--- src/rtl/bc_round_ctrl_if.sv ---
// Broadcast round controller bus bundle.
// Groups the command channel, the broadcast-buffer pop channel, the lane0
// element channel and the round status flags into one interface.
//   slave  : view used by bc_round_ctrl
//   master : view used by the environment driving the controller
// Signal list:
//   cmd_valid_i/cmd_ready_o, cmd_blen_i, cmd_reuse_i  round command handshake
//   abort_i                                           kill the current round
//   bc_valid_i/bc_ready_o, bc_data_i, bc_invalidate_o broadcast buffer side
//   lane_valid_o/lane_ready_i, lane_data_o,
//   lane_last_o, lane_final_o                         lane0 operand side
//   busy_o, round_done_o                              status
interface bc_round_ctrl_if #(
    parameter int MaxBlen  = 32,
    parameter int MaxReuse = 16,
    parameter int Elen     = 32
) ();
    localparam int BlenW  = $clog2(MaxBlen + 1);
    localparam int ReuseW = $clog2(MaxReuse + 1);

    logic              cmd_valid_i;
    logic              cmd_ready_o;
    logic [BlenW-1:0]  cmd_blen_i;
    logic [ReuseW-1:0] cmd_reuse_i;
    logic              abort_i;
    logic              bc_valid_i;
    logic [Elen-1:0]   bc_data_i;
    logic              bc_ready_o;
    logic              bc_invalidate_o;
    logic              lane_valid_o;
    logic [Elen-1:0]   lane_data_o;
    logic              lane_ready_i;
    logic              lane_last_o;
    logic              lane_final_o;
    logic              busy_o;
    logic              round_done_o;

    modport slave (
        input  cmd_valid_i, cmd_blen_i, cmd_reuse_i, abort_i,
        input  bc_valid_i, bc_data_i, lane_ready_i,
        output cmd_ready_o, bc_ready_o, bc_invalidate_o,
        output lane_valid_o, lane_data_o, lane_last_o, lane_final_o,
        output busy_o, round_done_o
    );

    modport master (
        output cmd_valid_i, cmd_blen_i, cmd_reuse_i, abort_i,
        output bc_valid_i, bc_data_i, lane_ready_i,
        input  cmd_ready_o, bc_ready_o, bc_invalidate_o,
        input  lane_valid_o, lane_data_o, lane_last_o, lane_final_o,
        input  busy_o, round_done_o
    );
endinterface

--- src/rtl/bc_round_ctrl.sv ---
// bc_round_ctrl: sequences broadcast rounds from the broadcast ping-pong
// buffer to lane0. Each command streams blen elements, repeated reuse times
// (the buffer replays from its first element), then releases the buffer half
// with a one-cycle invalidate.
// Ports:
//   clk_i   clock
//   rst_ni  asynchronous reset, active low
//   bus     bc_round_ctrl_if.slave (command, buffer, lane and status signals)
module bc_round_ctrl #(
    parameter int MaxBlen  = 32,
    parameter int MaxReuse = 16,
    parameter int Elen     = 32
) (
    input  logic            clk_i,
    input  logic            rst_ni,
    bc_round_ctrl_if.slave  bus
);
    localparam int BlenW  = $clog2(MaxBlen + 1);
    localparam int ReuseW = $clog2(MaxReuse + 1);
    localparam int ElemW  = (MaxBlen > 1) ? $clog2(MaxBlen) : 1;
    localparam int PassW  = (MaxReuse > 1) ? $clog2(MaxReuse) : 1;

    typedef enum logic [1:0] {IDLE, STREAM, INVAL, DONE0} state_e;

    state_e            state_reg;
    logic [ElemW-1:0]  elem_cnt_reg;
    logic [PassW-1:0]  pass_cnt_reg;
    logic [BlenW-1:0]  blen_reg;
    logic [ReuseW-1:0] reuse_reg;
    logic              cmd_ready_reg;
    logic              busy_reg;
    logic              inval_reg;
    logic              done_reg;

    logic in_stream;
    logic handshake;
    logic elem_at_end;
    logic pass_at_end;
    logic last_elem;
    logic final_elem;

    // Stream phase is a zero-latency pass-through; the controller only
    // counts handshakes and flags pass/round boundaries.
    assign in_stream   = (state_reg == STREAM);
    assign handshake   = in_stream & bus.bc_valid_i & bus.lane_ready_i;
    assign elem_at_end = (BlenW'(elem_cnt_reg) == (blen_reg - BlenW'(1)));
    assign pass_at_end = (ReuseW'(pass_cnt_reg) == (reuse_reg - ReuseW'(1)));
    assign last_elem   = handshake & elem_at_end;
    assign final_elem  = last_elem & pass_at_end;

    assign bus.lane_valid_o    = in_stream & bus.bc_valid_i;
    assign bus.lane_data_o     = in_stream ? bus.bc_data_i : '0;
    assign bus.bc_ready_o      = in_stream & bus.lane_ready_i;
    assign bus.lane_last_o     = last_elem;
    assign bus.lane_final_o    = final_elem;
    assign bus.cmd_ready_o     = cmd_ready_reg;
    assign bus.busy_o          = busy_reg;
    assign bus.bc_invalidate_o = inval_reg;
    assign bus.round_done_o    = done_reg;

    // Status outputs are registered alongside the state so they reflect the
    // state being entered.
    always_ff @(posedge clk_i or negedge rst_ni) begin
        if (!rst_ni) begin
            state_reg     <= IDLE;
            elem_cnt_reg  <= '0;
            pass_cnt_reg  <= '0;
            blen_reg      <= '0;
            reuse_reg     <= '0;
            cmd_ready_reg <= 1'b1;
            busy_reg      <= 1'b0;
            inval_reg     <= 1'b0;
            done_reg      <= 1'b0;
        end else begin
            case (state_reg)
                IDLE: begin
                    if (bus.cmd_valid_i) begin
                        blen_reg      <= bus.cmd_blen_i;
                        reuse_reg     <= bus.cmd_reuse_i;
                        elem_cnt_reg  <= '0;
                        pass_cnt_reg  <= '0;
                        cmd_ready_reg <= 1'b0;
                        busy_reg      <= 1'b1;
                        if ((bus.cmd_blen_i != '0) && (bus.cmd_reuse_i != '0)) begin
                            state_reg <= STREAM;
                        end else begin
                            // Empty round: report completion, nothing to release.
                            state_reg <= DONE0;
                            done_reg  <= 1'b1;
                        end
                    end
                end
                STREAM: begin
                    if (handshake) begin
                        if (elem_at_end) begin
                            elem_cnt_reg <= '0;
                            // Hold at reuse-1 on the final element instead of wrapping.
                            if (!pass_at_end) begin
                                pass_cnt_reg <= pass_cnt_reg + PassW'(1);
                            end
                        end else begin
                            elem_cnt_reg <= elem_cnt_reg + ElemW'(1);
                        end
                    end
                    if (final_elem || bus.abort_i) begin
                        state_reg <= INVAL;
                        inval_reg <= 1'b1;
                        done_reg  <= 1'b1;
                    end
                end
                INVAL, DONE0: begin
                    state_reg     <= IDLE;
                    elem_cnt_reg  <= '0;
                    pass_cnt_reg  <= '0;
                    cmd_ready_reg <= 1'b1;
                    busy_reg      <= 1'b0;
                    inval_reg     <= 1'b0;
                    done_reg      <= 1'b0;
                end
                default: begin
                    state_reg <= IDLE;
                end
            endcase
        end
    end

`ifndef SYNTHESIS
    a_blen_legal : assert property (@(posedge clk_i) disable iff (!rst_ni)
        (bus.cmd_valid_i && cmd_ready_reg) |-> (bus.cmd_blen_i <= BlenW'(MaxBlen)));
    a_reuse_legal : assert property (@(posedge clk_i) disable iff (!rst_ni)
        (bus.cmd_valid_i && cmd_ready_reg) |-> (bus.cmd_reuse_i <= ReuseW'(MaxReuse)));
`endif

endmodule

--- src/flat_wrapper.sv ---
// flat-port wrapper written by rule: the top's interface ports become plain ports
module bc_round_ctrl_flat 
#(
    parameter int MaxBlen  = 32,
    parameter int MaxReuse = 16,
    parameter int Elen     = 32
)
  (clk_i, rst_ni, bus_cmd_valid_i, bus_cmd_blen_i, bus_cmd_reuse_i, bus_abort_i, bus_bc_valid_i, bus_bc_data_i, bus_lane_ready_i, bus_cmd_ready_o, bus_bc_ready_o, bus_bc_invalidate_o, bus_lane_valid_o, bus_lane_data_o, bus_lane_last_o, bus_lane_final_o, bus_busy_o, bus_round_done_o);
  bc_round_ctrl_if #(.MaxBlen(MaxBlen), .MaxReuse(MaxReuse), .Elen(Elen)) bus_i ();
  input  logic clk_i;
  input  logic rst_ni;
  input wire logic [$bits(bus_i.cmd_valid_i)-1:0] bus_cmd_valid_i;
  input wire logic [$bits(bus_i.cmd_blen_i)-1:0] bus_cmd_blen_i;
  input wire logic [$bits(bus_i.cmd_reuse_i)-1:0] bus_cmd_reuse_i;
  input wire logic [$bits(bus_i.abort_i)-1:0] bus_abort_i;
  input wire logic [$bits(bus_i.bc_valid_i)-1:0] bus_bc_valid_i;
  input wire logic [$bits(bus_i.bc_data_i)-1:0] bus_bc_data_i;
  input wire logic [$bits(bus_i.lane_ready_i)-1:0] bus_lane_ready_i;
  output wire logic [$bits(bus_i.cmd_ready_o)-1:0] bus_cmd_ready_o;
  output wire logic [$bits(bus_i.bc_ready_o)-1:0] bus_bc_ready_o;
  output wire logic [$bits(bus_i.bc_invalidate_o)-1:0] bus_bc_invalidate_o;
  output wire logic [$bits(bus_i.lane_valid_o)-1:0] bus_lane_valid_o;
  output wire logic [$bits(bus_i.lane_data_o)-1:0] bus_lane_data_o;
  output wire logic [$bits(bus_i.lane_last_o)-1:0] bus_lane_last_o;
  output wire logic [$bits(bus_i.lane_final_o)-1:0] bus_lane_final_o;
  output wire logic [$bits(bus_i.busy_o)-1:0] bus_busy_o;
  output wire logic [$bits(bus_i.round_done_o)-1:0] bus_round_done_o;
  assign bus_i.cmd_valid_i = bus_cmd_valid_i;
  assign bus_i.cmd_blen_i = bus_cmd_blen_i;
  assign bus_i.cmd_reuse_i = bus_cmd_reuse_i;
  assign bus_i.abort_i = bus_abort_i;
  assign bus_i.bc_valid_i = bus_bc_valid_i;
  assign bus_i.bc_data_i = bus_bc_data_i;
  assign bus_i.lane_ready_i = bus_lane_ready_i;
  assign bus_cmd_ready_o = bus_i.cmd_ready_o;
  assign bus_bc_ready_o = bus_i.bc_ready_o;
  assign bus_bc_invalidate_o = bus_i.bc_invalidate_o;
  assign bus_lane_valid_o = bus_i.lane_valid_o;
  assign bus_lane_data_o = bus_i.lane_data_o;
  assign bus_lane_last_o = bus_i.lane_last_o;
  assign bus_lane_final_o = bus_i.lane_final_o;
  assign bus_busy_o = bus_i.busy_o;
  assign bus_round_done_o = bus_i.round_done_o;
  bc_round_ctrl #(.MaxBlen(MaxBlen), .MaxReuse(MaxReuse), .Elen(Elen)) u_core (.clk_i(clk_i), .rst_ni(rst_ni), .bus(bus_i));
endmodule
--- config.mk ---
export PLATFORM = sky130hd
export DESIGN_NAME = bc_round_ctrl_flat
export DESIGN_NICKNAME = d
export VERILOG_FILES = /design/src/rtl/bc_round_ctrl_if.sv /design/src/rtl/bc_round_ctrl.sv /design/src/flat_wrapper.sv
export SDC_FILE = /design/constraint.sdc
export NUM_CORES = 1
export LEC_CHECK = 0
export ABC_AREA = 1
export ABC_CLOCK_PERIOD_IN_PS = 4700
export BUFFER_PORTS_ARGS = -buffer_cell sky130_fd_sc_hd__buf_4
export CORE_ASPECT_RATIO = 0.7
export CORE_MARGIN = 5
export CORE_UTILIZATION = 45
export CTS_CLUSTER_DIAMETER = 120
export CTS_CLUSTER_SIZE = 30
export DETAILED_ROUTE_END_ITERATION = 8
export PLACE_DENSITY = 0.77
export SYNTH_ARGS = -nofsm -noshare
export SYNTH_HDL_FRONTEND = slang
export SYNTH_SLANG_ARGS = --single-unit
--- constraint.sdc ---
create_clock -name clk_i -period 4.7 [get_ports clk_i]
set_input_delay 0.94 -clock clk_i [delete_from_list [all_inputs] [get_ports clk_i]]
set_output_delay 0.94 -clock clk_i [all_outputs]
set_load 0.005 [all_outputs]
; After elaboration in Yosys (flattened, before gate mapping)
; Cells that the tools add are included.
; Widths: inputs -> output; s select.
[word_totals]
register_bits = 26
wordCells = 67
[classes]
addsub = 4
n_eq_ne = 11
mux = 23
n_bitwise = 5
n_reduce_logical = 15
[ops]
columns = operator, n
row1 = $mux 32, 1
row2 = $mux 4, 4
row3 = $mux 5, 3
row4 = $pmux 5 s3, 1
row5 = $ne 2x2->1 const B, 6
row6 = $pmux 4 s3, 1
row7 = $reduce_and 2->1, 5
row8 = $eq 5x6->1, 1
row9 = $mux 2, 3
row10 = $pmux 1 s2, 3
row11 = $pmux 2 s3, 1
row12 = $reduce_bool 6->1, 1
row13 = $sub 6x1->6 const B, 1
row14 = $add 5x1->5 const B, 1
row15 = $and 1x1->1, 5
row16 = $eq 4x5->1, 1
row17 = $mux 1, 5
row18 = $reduce_bool 5->1, 1
row19 = $sub 5x1->5 const B, 1
row20 = $add 4x1->4 const B, 1
row21 = $eq 2x2->1 const B, 2
row22 = $reduce_and 4->1, 1
row23 = $reduce_bool 2->1, 2
row24 = $pmux 1 s3, 1
row25 = 6 further kinds, 6

; Longest topological paths before layout
; Gate-level depths: netlist of the first run.
[depth]
word_depth = 8
depth_mapped = 14
depth_no_buf = 14

; Worst setup path before layout of the first run
; Ideal clock, no wire load.
[synth_timing]
path_type = input port to output port
startpoint = input port bus_lane_ready_i
endpoint = output port bus_lane_final_o
t_arrival_ns = 1.461
t_required_ns = 3.760
slack_ns = 2.299
path_stages = 6
n_path_buf = 0
path_cell_list = inv_1 -> nor2_4 -> nand2_1 -> inv_1 -> nand3_2 -> inv_1
[synth_between]
elab_chain_len = 3
[synth_lines]
columns = element, line
row1 = start: declaration, flat_wrapper.sv:18  ; input wire logic [$bits(bus_i.lane_ready_i)-1:0] bus_lane_ready_i;
row2 = $and 1x1->1, bc_round_ctrl.sv:45  ; assign handshake = in_stream & bus.bc_valid_i & bus.lane_ready_i;
row3 = $and 1x1->1, bc_round_ctrl.sv:48  ; assign last_elem = handshake & elem_at_end;
row4 = $and 1x1->1, bc_round_ctrl.sv:49  ; assign final_elem = last_elem & pass_at_end;
row5 = end: declaration, flat_wrapper.sv:25  ; output wire logic [$bits(bus_i.lane_final_o)-1:0] bus_lane_final_o;
; Every way passes these cells.

; Final worst setup path of the first run
[layout_timing]
startpoint = register u_core.blen_reg[0]
endpoint = output port bus_lane_last_o
[layout_between]
elab_chain_len = 3
[layout_lines]
columns = element, line
row1 = start: declaration, bc_round_ctrl.sv:28  ; logic [BlenW-1:0] blen_reg;
row2 = start signal: assignment, bc_round_ctrl.sv:78  ; blen_reg <= bus.cmd_blen_i;
row3 = $sub 6x1->6, bc_round_ctrl.sv:46  ; assign elem_at_end = (BlenW'(elem_cnt_reg) == (blen_reg - BlenW'(1)));
row4 = $eq 5x6->1, bc_round_ctrl.sv:46
row5 = $and 1x1->1, bc_round_ctrl.sv:48
row6 = end: declaration, flat_wrapper.sv:24  ; output wire logic [$bits(bus_i.lane_last_o)-1:0] bus_lane_last_o;
; Every way passes these cells.

==> results.cfg, run 1 <==
[status]
outcome = finished, final reports clean

[drt]
post_drt_wl_per_cell_um = 11.9
routed_wl_um = 5010
drt_iter0_markers = 92
ant_nets = 0
post_drt_via_cell_ratio = 4.45
drt_first_pass_iters = 4
vias = 1868
drcViolationCount = 0

[global_route]
antenna_found_initial = 0
grt_pass1_wl_um = 8200
grt.overflow.total = 0
grt_usage = 0.189
grt_max_degree = 36
grt_pass1_vias = 1787

[worst_setup_path]
critPathMaxFanout = 6
cp_cell_sequence = inv_1 > ha_1 > inv_1 > nand2_1 > nand3_1 > nand2_1 > nand4_1 > nor2_4 > inv_1 > nor2_1 > buf_4
startpoint_type = flip-flop
cpPeakStageDelay_ps = 400
path_common_cell = inv_1
worst-setup-path-type = flip-flop to primary output
r2r_start = u_core.blen_reg[0]$_DFFE_PN0P_
rr_worst_depth = 12
r2r_end = u_core.pass_cnt_reg[0]$_DFFE_PN0P_
slowest_stage = dfrtp_1
required_ps = 3760
critPathArrivalTime_ps = 1970
r2r_slack_ps = 2870
end_kind = primary output

[timing]
max-slew-margin-rel = 0.620
final.setup.tns_ps = 0
finClkSkew_ps = 3.74
finalCritPeriodShare = 0.619
hold_violations = 0
setup_violations = 0
tightest_slew_ps = 569
max_freq_mhz = 344
fin_hold_ws_ps = 489
slew_viol_final = 0
final.min_clock_period_ps = 2910
rsz0062_at_grt = no
layout_setup_ws_ps = 1790

[cts]
htree_levels = 1
cts_setup_buffers = 0
cts.sinks = 26
hold_buffers = 0
clk-insertion-delay-late_ps = 280
clock_path_buffers = 2
cts_tree = done
path_clk_slew_ps = 90
cts_root_buf = clkbuf_8
cts_buffers = 3
ctsResizeCount = 0

[synth]
yosysMostFrequentCell = inv_1
ys_seq_area_frac = 0.359
synth_flop_cell = dfrtp_1
synth-async-reset-ratio = 1.00
synth.ff_latch_count = 26
yosys-top-cells-area = dfrtp_1 (34%), inv_1 (14%), nand2_1 (13%)
synth.largest_area_cell = dfrtp_1
avgSynthCellArea_um2 = 6.46
syn_nets = 334
ys_types = 28
synth_top_area_frac = 0.345
synth_area_um2 = 1820
syn_inst = 281
synth_edf_count = 0
ys.warnings.count = 0
yosys-top-cells-count = inv_1 (68), nand2_1 (65), nor2_1 (43)

[power_and_ir_drop]
pwr-share-clk = 0.150
total_power_mw = 1.25
p_leak_nw = 1.55
p_sw_frac = 0.430
power_switching_mw = 0.536
pwr-share-seq = 0.297
comb_power_share = 0.553
vdd.ir_drop.worst_uv = 307
p_int_mw = 0.712
power_density_nw_per_um2 = 481

[cells_and_area]
post_route_cells_drive_above_1_share = 0.296
finalNonFillerCells = 420
largest_reg_flops = 6
fillers = 359
final_net_count = 422
final_area_um2 = 2590
syn_to_final_growth_pct = 42.9
postLayoutCoreUtil = 0.665
antenna_cells = 0

[placed_design]
place.gp.congestion = 0.948
io_buffer_count = 88
dp_cells = 416
post-place-ws_ps = 2060
dp_hpwl_um = 4050
placed_area_um2 = 2520

[floorplan]
start_util = 0.466
core_area_um2 = 3900
num_io_pins = 89
die_w_um = 85.9
dieArea_um2 = 5420
row_count = 19
fp.dieH_um = 63.1

[worst_hold_path]
min_to = u_core.bus.round_done_o$_DFFE_PN0P_
worstHoldPathCells = 2
hp-start = u_core.bus.round_done_o$_DFFE_PN0P_
min_path_type = flip-flop to flip-flop

[run]
drv_cap = 0
==> cell type report <==
cell class                      instances  area (um^2)  share of cell area
Clock buffer                            3         41.3              0.0159
Inverter                               71          267               0.103
Multi-Input combinational cell        179          878               0.339
Clock inverter                          1         30.0              0.0116
Tap cell                               52         65.1              0.0251
Sequential cell                        26          652               0.251
Timing Repair Buffer                   88          661               0.255
==> cells in the final DEF, fill, tap and decap left out, types with 3 or more instances in the layout <==
cell type,n
buf_4,88
nand2_1,65
nand3_2,5
ha_1,4
nand4_1,4
nor2_1,43
inv_1,68
nand3_1,19
xor2_1,3
o21ai_1,3
nor2_4,3
clkbuf_8,3
dfrtp_1,25
o21ai_0,16
nor2_2,3
==> cells by family after synthesis <==
group / after synthesis / synth area share
buffers and inverters: 76 / 0.157
adder cells (fa/ha/maj): 4 / 0.0276
AO/OA/AOI/OAI: 21 / 0.0593
XOR/XNOR: 5 / 0.0241
AND/OR/NAND/NOR: 149 / 0.373
flip-flops: 26 / 0.359
==> per-layer routing <==
| layer | vias to the layer above | wire [um] | global-route usage |
|---|---|---|---|
| li1 | 1012 | - | - |
| met1 | 809 | 2290 | 0.251 |
| met2 | 41 | 2400 | 0.308 |
| met3 | 6 | 240 | 0.0430 |
| met4 | 0 | 69 | 0.0494 |
| met5 | - | 0 | 0 |
==> power groups by stage <==
| stage | clock network, mW | logic, mW | registers, mW |
|---|---|---|---|
| after floorplan | 0 | 0.436 | 0.358 |
| after global placement | 0 | 0.673 | 0.372 |
| after detailed placement | 0 | 0.695 | 0.370 |
| after CTS | 0.190 | 0.694 | 0.370 |
| after global routing | 0.199 | 0.787 | 0.382 |
| final | 0.188 | 0.690 | 0.371 |
==> worst max path at each step <==
stage,from,end,slack (ps),cells past startpoint
6_report,u_core.blen_reg[0]$_DFFE_PN0P_,bus_lane_last_o,1790,11
5_1_grt,u_core.blen_reg[0]$_DFFE_PN0P_,bus_lane_last_o,1640,11
3_3_place_gp,bus_lane_ready_i,bus_lane_final_o,2090,8
3_5_place_dp,bus_lane_ready_i,bus_lane_final_o,2060,8
2_1_floorplan,bus_lane_ready_i,bus_lane_final_o,2300,6
4_1_cts,u_core.blen_reg[0]$_DFFE_PN0P_,bus_lane_last_o,1780,11
==> critical path: cells and delay by family, from the launching register on <==
kind | cells | cell delay [ps]
adder cells (fa/ha/maj) | 1 | 230
buffers and inverters | 4 | 430
flip-flops | 1 | 400
AND/OR/NAND/NOR | 6 | 630
Power figures use the tool's default switching activity.
==> inputs of run 2 (changes only) <==
ABC_CLOCK_PERIOD_IN_PS = 2300   (was 4700)
CORE_UTILIZATION = 42   (was 45)
PLACE_DENSITY = 0.75   (was 0.77)
clock period = 2.3 ns   (was 4.7 ns; I/O delays follow)
==> results.cfg, run 2 (synthesis gave the netlist of run 1 again) <==
[status]
outcome = finished, final reports clean

[power_and_ir_drop]
pwr-share-seq = 0.289
p_sw_frac = 0.443
power_switching_mw = 1.17
p_int_mw = 1.48
power_density_nw_per_um2 = 984
pwr-share-clk = 0.104
comb_power_share = 0.607
p_leak_nw = 1.58
vdd.ir_drop.worst_uv = 543

[cts]
cts_tree = done
clock_path_buffers = 2
hold_buffers = 0
clk-insertion-delay-late_ps = 280
htree_levels = 1
cts.sinks = 26
cts_root_buf = clkbuf_8
path_clk_slew_ps = 100
cts_buffers = 3

[cells_and_area]
final_area_um2 = 2690
final_net_count = 431
antenna_cells = 0
layout.cells.most_common = buf_4
largest_reg_flops = 6
final_cell_mix = buf_4 (96), nand2_1 (65), inv_1 (61), nor2_1 (43), dfrtp_1 (25)
syn_to_final_growth_pct = 48.1
post_route_cells_drive_above_1_share = 0.340
postLayoutCoreUtil = 0.632

[floorplan]
start_util = 0.427
die_w_um = 88.6
num_io_pins = 89
row_count = 20
fp.dieH_um = 65.0
core_area_um2 = 4250
dieArea_um2 = 5760

[drt]
post_drt_wl_per_cell_um = 12.0
ant_nets = 0
post_drt_via_cell_ratio = 4.50
routed_wl_um = 5180
wl_met2_um = 2540
vias = 1943
wl_met1_um = 2380
drt_first_pass_iters = 4
route.met3.wl_um = 255
drcViolationCount = 0
drt_iter0_markers = 109
highest_layer = met4

[timing]
layout_setup_ws_ps = 103
fin_hold_ws_ps = 77.1
final.min_clock_period_ps = 2200
max-slew-margin-rel = 0.731
max_freq_mhz = 455
finalCritPeriodShare = 0.955
hold_violations = 0
finClkSkew_ps = 9.34
setup_violations = 0
tightest_slew_ps = 403
slew_viol_final = 0
rsz0062_at_grt = yes

[worst_setup_path]
critPathMaxFanout = 3
r2r_end = u_core.pass_cnt_reg[0]$_DFFE_PN0P_
r2r_slack_ps = 500
rr_worst_depth = 12
crit_start = u_core.reuse_reg[0]$_DFFE_PN0P_
r2r_start = u_core.reuse_reg[0]$_DFFE_PN0P_
crit_end = bus_lane_final_o
worst-setup-path-type = flip-flop to primary output
critPathArrivalTime_ps = 1740
end_kind = primary output
startpoint_type = flip-flop
required_ps = 1840

[global_route]
grt_pass1_vias = 1789
grt_usage = 0.179
grt_max_degree = 35
grt.overflow.total = 0
grt_pass1_wl_um = 8160
antenna_found_initial = 0

[placed_design]
dp_hpwl_um = 4070
placed_area_um2 = 2530
post-place-ws_ps = 240
io_buffer_count = 88
place.gp.congestion = 0.891

[worst_hold_path]
min_path_type = input pin to asynchronous set/reset pin

[run]
drv_cap = 0
## run 2: changes by cell type in the layout (fill, tap and decap cells not counted), sizes merged
cell and change:
clkbuf +1, buf +9, bufinv -1
## run 2: how the worst min path moves through the flow
stage	from	to	slack, ps	cells past startpoint
floorplan	rst_ni	u_core.blen_reg[0]$_DFFE_PN0P_	160	0
global placement	rst_ni	u_core.elem_cnt_reg[0]$_DFFE_PN0P_	390	1
detailed placement	rst_ni	u_core.elem_cnt_reg[2]$_DFFE_PN0P_	390	1
CTS	rst_ni	u_core.elem_cnt_reg[2]$_DFFE_PN0P_	90	1
global route	rst_ni	u_core.elem_cnt_reg[2]$_DFFE_PN0P_	100	1
finish	rst_ni	u_core.blen_reg[0]$_DFFE_PN0P_	80	1
## run 2: cell type report
type	count	area, um^2
multi-input combinational	179	925
timing repair buffer	97	732
fill	403	1570
tap	55	68.8
clock buffer	4	45.0
sequential	26	652
inverter	71	267
## run 2: worst max-delay path, stage by stage (launching register included)
cell     delay [ps]
dfrtp_1         400
inv_2           100
ha_4            210
xnor2_2         130
a21oi_2         100
nand3_1         130
nor2_4          150
nand3_2          90
inv_2            70
buf_6            90
## run 2: power by group through the flow
stage	Clock [mW]	Combinational, mW	Sequential, mW
6_report	0.274	1.61	0.766
5_1_grt	0.297	1.81	0.786
4_1_cts	0.275	1.51	0.756
3_5_place_dp	0	1.42	0.761
3_3_place_gp	0	1.39	0.768
2_1_floorplan	0	0.891	0.731
## run 2: repair_timing
action,4_1_cts,5_1_grt
endpoints found under the setup margin,2,2
pin swaps,4,10
gates resized for setup,4,11
buffers inserted,6,2
## run 2: metrics by stage
stage	setup TNS (ps)	std cells	total power [mW]
CTS	0	430	2.54
finish	0	432	2.65
global route	-53.0	432	2.90
detailed placement	0	420	2.18
global placement	0	420	2.16
floorplan	0	281	1.62
## run 2: per-layer routing
| layer | global-route usage | vias to the layer above |
|---|---|---|
| li1 | - | 1030 |
| met4 | 0.0302 | 0 |
| met3 | 0.0343 | 2 |
| met2 | 0.279 | 42 |
| met5 | 0 | - |
| met1 | 0.260 | 869 |
==> inputs of run 3 (changes only) <==
BUFFER_PORTS_ARGS = -buffer_cell sky130_fd_sc_hd__buf_2   (was -buffer_cell sky130_fd_sc_hd__buf_4)
CORE_MARGIN = 3   (was 5)
REMOVE_ABC_BUFFERS = 1   (was unset)
==> results.cfg, run 3 (synthesis gave the netlist of run 1 again) <==
[timing]
max-slew-margin-rel = 0.608
hold_violations = 0
final.min_clock_period_ps = 2300
slew_viol_final = 0
finalCritPeriodShare = 1.00
finClkSkew_ps = 4.66
setup_violations = 1
layout_setup_ws_ps = -4.57
tightest_slew_ps = 589
final.setup.tns_ps = -4.57
rsz0062_at_grt = yes
max_freq_mhz = 434

[floorplan]
start_util = 0.449
fp.dieH_um = 61.0
dieArea_um2 = 5160
row_count = 19
num_io_pins = 89
core_area_um2 = 4040
die_w_um = 84.6

[status]
outcome = finished, violations left
violations = negative setup slack

[cells_and_area]
final_cell_mix = buf_2 (88), inv_1 (64), nand2_1 (64), nor2_1 (42), dfrtp_1 (25)
fillers = 369
final_area_um2 = 2430
largest_reg_flops = 6
seqCellArea_um2 = 652
final_net_count = 427
antenna_cells = 0
layout.cells.most_common = buf_2
syn_to_final_growth_pct = 34.0
post_route_cells_drive_above_1_share = 0.324
multi_input_area_um2 = 901

[global_route]
grt.overflow.total = 0
antenna_found_initial = 0
grt_pass1_wl_um = 7010
grt_pass1_vias = 1517
grt_usage = 0.172
grt_max_degree = 35

[drt]
drcViolationCount = 0
post_drt_wl_per_cell_um = 11.1
post_drt_via_cell_ratio = 4.49
vias = 1908
ant_nets = 0
routed_wl_um = 4700
drt_first_pass_iters = 4
drt_iter0_markers = 92

[power_and_ir_drop]
p_leak_nw = 1.52
vdd.ir_drop.worst_uv = 638
pwr-share-seq = 0.296
p_int_mw = 1.41
power_switching_mw = 1.13
p_sw_frac = 0.445
power_density_nw_per_um2 = 1040
total_power_mw = 2.54
pwr-share-clk = 0.151
comb_power_share = 0.553

[worst_setup_path]
crit_start = u_core.reuse_reg[0]$_DFFE_PN0P_
r2r_start = u_core.reuse_reg[0]$_DFFE_PN0P_
critPathArrivalTime_ps = 1840
end_kind = primary output
startpoint_type = flip-flop
worst-setup-path-type = flip-flop to primary output
required_ps = 1840
critPathMaxFanout = 3

[cts]
htree_levels = 1
cts_root_buf = clkbuf_8
clock_path_buffers = 2
clk-insertion-delay-late_ps = 280
cts_buffers = 3
cts_tree = done
hold_buffers = 0
cts.sinks = 26
path_clk_slew_ps = 90

[placed_design]
placed_area_um2 = 2310
place.gp.congestion = 0.819
dp_hpwl_um = 3690
io_buffer_count = 88

[run]
drv_cap = 0

[worst_hold_path]
min_path_type = input pin to asynchronous set/reset pin
## run 3: cell count changes in the layout (fill, tap and decap cells not counted), moves of 2 or more
cell	previous run	this run
nor2_2	1	3
inv_2	9	6
buf_4	96	5
inv_1	61	64
buf_2	0	88
## run 3: timing repair
item	in CTS	in global routing
buffers inserted	3	1
gates resized for setup	4	6
pin swaps	3	6
endpoints found under the setup margin	2	2
## run 3: power by group through the flow
| stage | registers (mW) | logic [mW] | clock network, mW |
|---|---|---|---|
| 2_1_floorplan | 0.731 | 0.871 | 0 |
| 3_3_place_gp | 0.758 | 1.26 | 0 |
| 3_5_place_dp | 0.759 | 1.28 | 0 |
| 4_1_cts | 0.751 | 1.34 | 0.391 |
| 5_1_grt | 0.776 | 1.61 | 0.408 |
| 6_report | 0.753 | 1.41 | 0.385 |
## run 3: routing by layer
metal	global-route usage	vias up	wire length, um	share of wire
li1	-	1016	-	-
met1	0.248	844	2330	0.49
met2	0.264	41	2150	0.46
met3	0.0366	7	183	0.039
met4	0.0474	0	40	0.0085
met5	0	-	0	0
## run 3: area by class of cell
cell class / instances / area share
tap: 52 / 0.0267
sequential: 26 / 0.268
clock inverter: 1 / 0.0123
inverter: 71 / 0.110
timing repair buffer: 93 / 0.196
multi-input combinational: 179 / 0.370
clock buffer: 3 / 0.0170
## run 3: worst max-delay path: stages (launching register included)
cell and delay, ps:
dfrtp_1 380, inv_1 80, ha_1 310, xnor2_1 130, a21oi_1 130, nand3_1 130, nor2_4 150, nand3_2 110
inv_2 70, buf_2 100
## run 3: path summary, 6_finish.rpt
path | to | slack (ps) | depth (start not counted)
setup reg to reg | u_core.pass_cnt_reg[0]$_DFFE_PN0P_ | 530 | 11
min in group clk_i | u_core.reuse_reg[2]$_DFFE_PN0P_ | 410 | 3
max in group asynchronous | u_core.reuse_reg[1]$_DFFE_PN0P_ | 1740 | 1
hold / removal | u_core.elem_cnt_reg[3]$_DFFE_PN0P_ | 170 | 1
setup / recovery | bus_lane_final_o | -5 | 9
hold reg to reg | u_core.bus.round_done_o$_DFFE_PN0P_ | 490 | 2
## run 3: per-stage QoR
step	hold slack, ps	setup WS, ps	cells	utilization
floorplan	164	463	276	-
global placement	464	294	417	0.572
detailed placement	462	240	417	0.572
CTS	190	6.35	424	0.595
global route	210	-120	425	0.602
finish	169	-4.57	425	0.602
